[config.mk]
export PLATFORM = sky130hd
export DESIGN_NAME = irq_ctrl
export DESIGN_NICKNAME = d
export VERILOG_FILES = /design/src/rtl/irq_ctrl_pkg.sv /design/src/rtl/irq_prio_enc.sv /design/src/rtl/irq_ctrl.sv
export SDC_FILE = /design/constraint.sdc
export NUM_CORES = 1
export LEC_CHECK = 0
export CAP_MARGIN = 20
export CORE_MARGIN = 10
export CORE_UTILIZATION = 53
export DETAILED_ROUTE_END_ITERATION = 12
export GPL_ROUTABILITY_DRIVEN = 0
export PLACE_DENSITY = 0.86
export SLEW_MARGIN = 10
export SYNTH_ARGS = -nofsm -noshare
export SYNTH_HDL_FRONTEND = slang
export SYNTH_SLANG_ARGS = --single-unit
[constraint.sdc]
create_clock -name i_clk -period 4.8 [get_ports i_clk]
set_input_delay 0.96 -clock i_clk [delete_from_list [all_inputs] [get_ports i_clk]]
set_output_delay 0.96 -clock i_clk [all_outputs]
set_load 0.02 [all_outputs]
[src/rtl/irq_ctrl_pkg.sv]
// irq_ctrl_pkg: shared constants for the interrupt controller.
//   - Register offsets relative to BASE_ADDR on the special-register bus.
//   - FSM state encoding, which software observes through the STATUS register.
package irq_ctrl_pkg;

    localparam logic [2:0] IRQC_PENDING = 3'd0;
    localparam logic [2:0] IRQC_ENABLE  = 3'd1;
    localparam logic [2:0] IRQC_EDGE    = 3'd2;
    localparam logic [2:0] IRQC_CLAIM   = 3'd3;
    localparam logic [2:0] IRQC_EOI     = 3'd4;
    localparam logic [2:0] IRQC_STATUS  = 3'd5;

    localparam int unsigned IRQC_NUM_REGS = 6;

    // o_active_id value meaning "no source in service"
    localparam logic [3:0] IRQC_NO_ID = 4'hF;

    typedef enum logic [1:0] {
        StIdle    = 2'd0,
        StAssert  = 2'd1,
        StService = 2'd2
    } irq_state_e;

endpackage

[src/rtl/irq_prio_enc.sv]
// irq_prio_enc: combinational lowest-index-first priority encoder.
// Ports:
//   req    in  N_SRC  request vector (bit 0 = highest priority)
//   top_id out 4      index of the lowest set bit, 0 when req is all zero
//   any    out 1      OR of req
module irq_prio_enc #(
    parameter int unsigned N_SRC = 8
) (
    input  logic [N_SRC-1:0] req,
    output logic [3:0]       top_id,
    output logic             any
);

    // Scan from the top down so the lowest set index is the last to write.
    always_comb begin
        top_id = '0;
        for (int i = int'(N_SRC) - 1; i >= 0; i--) begin
            if (req[i]) begin
                top_id = 4'(i);
            end
        end
    end

    assign any = |req;

endmodule

[src/rtl/irq_ctrl.sv]
// irq_ctrl: programmable interrupt controller feeding the execute stage's single IRQ input.
// Ports:
//   i_clk, i_rst     clock, synchronous active-high reset
//   i_src            N_SRC interrupt lines, bit 0 highest priority
//   sr_bus_addr      special-register address
//   sr_bus_data_i    write data
//   sr_bus_we        write strobe
//   sr_bus_data_o    combinational read data, 0 outside BASE_ADDR..BASE_ADDR+5
//   o_irq            registered request to the execute stage
//   o_active_id      registered in-service source ID, 4'hF when none
module irq_ctrl
    import irq_ctrl_pkg::*;
#(
    parameter int unsigned N_SRC     = 8,
    parameter logic [15:0] BASE_ADDR = 16'h0200
) (
    input  logic             i_clk,
    input  logic             i_rst,
    input  logic [N_SRC-1:0] i_src,
    input  logic [15:0]      sr_bus_addr,
    input  logic [15:0]      sr_bus_data_i,
    input  logic             sr_bus_we,
    output logic [15:0]      sr_bus_data_o,
    output logic             o_irq,
    output logic [3:0]       o_active_id
);

    logic [N_SRC-1:0] pending_q, pending_d;
    logic [N_SRC-1:0] enable_q, edge_q, prev_q;
    irq_state_e       state_q, state_d;
    logic [3:0]       cur_id_q, cur_id_d;
    logic             irq_q, irq_d;
    logic [3:0]       active_id_q, active_id_d;

    // Address decode
    logic [15:0]      off;
    logic [2:0]       reg_sel;
    logic             in_range, wr;
    logic             pend_we, enable_we, edge_we, claim_we, eoi_we;
    logic [N_SRC-1:0] wdata;
    logic             unused_wdata;

    assign off       = sr_bus_addr - BASE_ADDR;
    assign in_range  = (sr_bus_addr >= BASE_ADDR) && (off < 16'(IRQC_NUM_REGS));
    assign reg_sel   = off[2:0];
    assign wr        = sr_bus_we && in_range;
    assign pend_we   = wr && (reg_sel == IRQC_PENDING);
    assign enable_we = wr && (reg_sel == IRQC_ENABLE);
    assign edge_we   = wr && (reg_sel == IRQC_EDGE);
    assign claim_we  = wr && (reg_sel == IRQC_CLAIM);
    assign eoi_we    = wr && (reg_sel == IRQC_EOI);
    assign wdata     = sr_bus_data_i[N_SRC-1:0];

    assign unused_wdata = ^sr_bus_data_i[15:N_SRC];

    // Request selection
    logic [N_SRC-1:0] req, cur_mask;
    logic [3:0]       top_id;
    logic             any, req_cur;

    assign req      = pending_q & enable_q;
    assign cur_mask = N_SRC'(1) << cur_id_q;
    assign req_cur  = |(req & cur_mask);

    irq_prio_enc #(
        .N_SRC (N_SRC)
    ) u_prio_enc (
        .req    (req),
        .top_id (top_id),
        .any    (any)
    );

    // Pending: edge bits set on a rising sample and clear by W1C or claim (set wins);
    // level bits simply track the registered line.
    logic [N_SRC-1:0] rise, clr;

    always_comb begin
        rise = i_src & ~prev_q;
        clr  = '0;
        if (pend_we) begin
            clr = clr | wdata;
        end
        if ((state_q == StAssert) && claim_we) begin
            clr = clr | cur_mask;
        end
        pending_d = (edge_q & (rise | (pending_q & ~clr))) | (~edge_q & i_src);
    end

    // FSM next state
    always_comb begin
        state_d  = state_q;
        cur_id_d = cur_id_q;
        case (state_q)
            StIdle: begin
                if (any) begin
                    cur_id_d = top_id;
                    state_d  = StAssert;
                end
            end
            StAssert: begin
                // cur_id stays fixed here: a higher-priority arrival never preempts
                if (claim_we) begin
                    state_d = StService;
                end else if (!req_cur) begin
                    state_d = StIdle;
                end
            end
            StService: begin
                if (eoi_we) begin
                    state_d = StIdle;
                end
            end
            default: state_d = StIdle;
        endcase
    end

    // o_irq lags entry into ASSERT by one cycle but drops on the same edge that leaves it,
    // so a claim or withdrawal is never followed by a stale request.
    always_comb begin
        irq_d       = (state_q == StAssert) && (state_d == StAssert);
        active_id_d = (state_d == StService) ? cur_id_d : IRQC_NO_ID;
    end

    always_ff @(posedge i_clk) begin
        if (i_rst) begin
            pending_q   <= '0;
            enable_q    <= '0;
            edge_q      <= '0;
            prev_q      <= '0;
            state_q     <= StIdle;
            cur_id_q    <= '0;
            irq_q       <= 1'b0;
            active_id_q <= IRQC_NO_ID;
        end else begin
            pending_q   <= pending_d;
            prev_q      <= i_src;
            state_q     <= state_d;
            cur_id_q    <= cur_id_d;
            irq_q       <= irq_d;
            active_id_q <= active_id_d;
            if (enable_we) begin
                enable_q <= wdata;
            end
            if (edge_we) begin
                edge_q <= wdata;
            end
        end
    end

    // Read mux
    always_comb begin
        sr_bus_data_o = '0;
        if (in_range) begin
            case (reg_sel)
                IRQC_PENDING: sr_bus_data_o = 16'(pending_q);
                IRQC_ENABLE:  sr_bus_data_o = 16'(enable_q);
                IRQC_EDGE:    sr_bus_data_o = 16'(edge_q);
                IRQC_CLAIM:   sr_bus_data_o = {state_q == StAssert, 11'b0, cur_id_q};
                IRQC_STATUS:  sr_bus_data_o = {14'b0, state_q};
                default:      sr_bus_data_o = '0;
            endcase
        end
    end

    assign o_irq       = irq_q;
    assign o_active_id = active_id_q;

endmodule

==> results.yml <==
status:
  outcome: "finished clean"
timing:
  final-max-slew-violation-count: 0
  maxClockFrequency_mhz: 229
  tns_setup_ps: 0
  hold_slack_ps: 485
  hold_viol_final: 0
  minimum_clock_period_ps: 4370
  post-route-period-util_pct: 91.1
  final_setup_violations: 0
  tightest_slew_ps: 669
  clock_skew_ps: 7.61
  max_slew_margin_pct: 55.0
  unrepaired_setup_endpoints_after_global_routing: "false"
yosys:
  syn_area_sq_um: 2460
  synthDistinctLibCells: 46
  synthesis.yosys.warnings: 0
  synth.area.top_cells: "dfxtp_1 35%, mux2i_1 9.8%, nand2b_1 6.6%"
  yosysMostFrequentCell: "dfxtp_1"
  synth-seq-area-share_pct: 35.0
  synth_async_sr_flop_share_pct: 0
  synth_largest_type_area_fraction_pct: 35.0
  syn-instance-count: 298
  synth_area_leader_cell: "dfxtp_1"
  postSynth.topFlopCell: "dfxtp_1"
  syn-mean-instance-area_sq_um: 8.26
  synth_common_cells: "43 x dfxtp_1, 38 x nand2_1, 26 x nand2b_1"
  yosys_register_bits: 43
  number_of_flops_mapped_to_enable_cells_by_yosys: 0
pwr:
  combinationalPowerShare_pct: 10.8
  seqPwrFrac_pct: 52.0
  static-leakage-power_uw: 0.00112
  totalPowerFinal_uw: 711
  vdd.ir_drop.worst_v: 0.000166
  switching_share_pct: 21.6
  power.clock.fraction_pct: 37.3
  power_switching_uw: 154
  powerDensity_nw_per_um2: 233
  intPower_uw: 557
worst_setup_path:
  timing.setup.critical_path_class: "in -> out"
  worst_ep_required_time_ps: 3840
  crit_path_end_kind: "output pin"
  timing.critical_path.fanout_max: 9
  timing.critical_path.arrival_ps: 3410
  critical_path.startpoint_type: "input pin"
clock_network:
  clkTransAtPathRegs_ps: 70
  insertion_delay_ps: 290
  post_cts.repair.setup_buffers: 0
  cts-resized-gates: 0
  cts_root_buffer: "clkbuf_8"
  cts.hold.buffers_added: 0
  clock_tree.buffer_depth: 2
  cts_inserted_buffers: 5
  cts_tree: "done"
  cts.sink_count: 43
  htree_num_levels: 2
grt:
  global_route.overflow_total: 0
  grt_pass1_wl_mm: 10.4
  gr-usage-all-layers_pct: 16.6
  antenna_found_initial: 0
  first_global_vias: 2220
  largest_net_degree_at_the_start_of_global_routing: 35
die:
  coreArea_sq_um: 4410
  die_area_sq_um: 7770
  start_util_pct: 55.8
  io_pins: 64
  die_ht_microns: 88.1
  std_cell_rows: 24
  dieWidth_microns: 88.1
layout:
  antenna_cells: 0
  fraction_of_final_layout_cells_with_drive_strength_greater_than_1_pct: 5.88
  postLayoutCellArea_sq_um: 3050
  layout.nets: 384
  areaGrowthSynthToFinish_pct: 23.8
place:
  placed_cell_area_sq_um: 2950
  place_hpwl_mm: 5.03
  io_buffer_count: 48
worst_hold_path:
  worst_hold_path_type: "reg -> reg"
detailed_routing:
  detailedRoute.firstPassIterationCount: 6
  drt_drc_violations_left: 0
  drtAntennaViolNets: 0
  viasPerCell: 5.97
  initialDrtViolationCount: 297
  detailroute.via_count: 2339
  detail_route.wl_per_cell_microns: 16.5
  drt_wl_total_mm: 6.45
run:
  timing.max_cap.violations: 0
cell type report:
type / instances / area (sq um)
multi-input combinational: 223 / 1450
clock buffer: 6 / 72.6
clock inverter: 1 / 30.0
inverter: 13 / 48.8
sequential: 43 / 861
fill: 368 / 1370
tap: 52 / 65.1
timing repair buffer: 54 / 526
layer usage:
layer  vias to the layer above  track usage (%)  routed length, microns
met1                      1093             19.4                    2620
met2                       113             28.4                    3190
met5                         -                0                       0
li1                       1115                -                       -
met4                         0             7.56                     176
met3                        18             3.34                     467
critical path: stages:
cell and delay, ps:
clkdlybuf4s50_1 460, inv_1 40, ha_1 190, xnor2_1 270, nand3_2 130, or2_0 430
nor3_1 280, clkdlybuf4s50_1 640
final timing paths:
path,startpoint,slack [ps],depth (start not counted),end
setup / recovery,sr_bus_addr[9],430,8,sr_bus_data_o[7]
setup reg to reg,state_q[0]$_SDFF_PP0_,3060,4,o_active_id[0]$_SDFF_PP1_
hold reg to reg,prev_q[2]$_SDFF_PP0_,480,3,pending_q[2]$_SDFF_PP0_
hold / removal,prev_q[2]$_SDFF_PP0_,480,3,pending_q[2]$_SDFF_PP0_
stage by stage:
step	setup slack [ps]	cells	utilization (%)
4_1_cts	433	392	69.0
5_1_grt	315	392	69.0
6_report	426	392	69.0
3_5_place_dp	451	385	66.7
2_1_floorplan	1290	304	-
3_3_place_gp	526	385	66.7
cells in the final DEF (no fill, tap or decap), types with 6 or more instances in the layout:
master	instances
inv_1	13
nor2b_1	12
conb_1	7
nand2_1	38
o31ai_1	8
dfxtp_1	43
buf_4	6
nor3_1	6
nor4_1	10
a21oi_1	9
nor2_1	20
nand2b_1	26
mux2i_1	24
clkdlybuf4s50_1	48
o21ai_0	12
cells by family after synthesis:
family | after synthesis | share of synthesized area, %
buffers and inverters | 38 | 7.22
XOR/XNOR | 1 | 0.356
adder cells (fa/ha/maj) | 1 | 0.508
AND/OR/NAND/NOR | 136 | 30.4
multiplexers | 27 | 12.5
other | 1 | 0.152
AO/OA/AOI/OAI | 51 | 13.9
flip-flops | 43 | 35.0
flip-flops by register name, indices dropped and copies added, names as in the netlist:
name and cells:
pending_q 8, state_q 2, o_irq 1, enable_q 8, cur_id_q 4, edge_q 8, prev_q 8, o_active_id 4
power groups by stage:
stage / Sequential, uW / Combinational (uW) / Clock (uW)
global placement: 377 / 73.9 / 0
global route: 370 / 83.9 / 280
detailed placement: 377 / 76.1 / 0
finish: 370 / 76.5 / 265
floorplan: 376 / 42.6 / 0
CTS: 369 / 76.3 / 266
(Power assumes the default switching activity.)
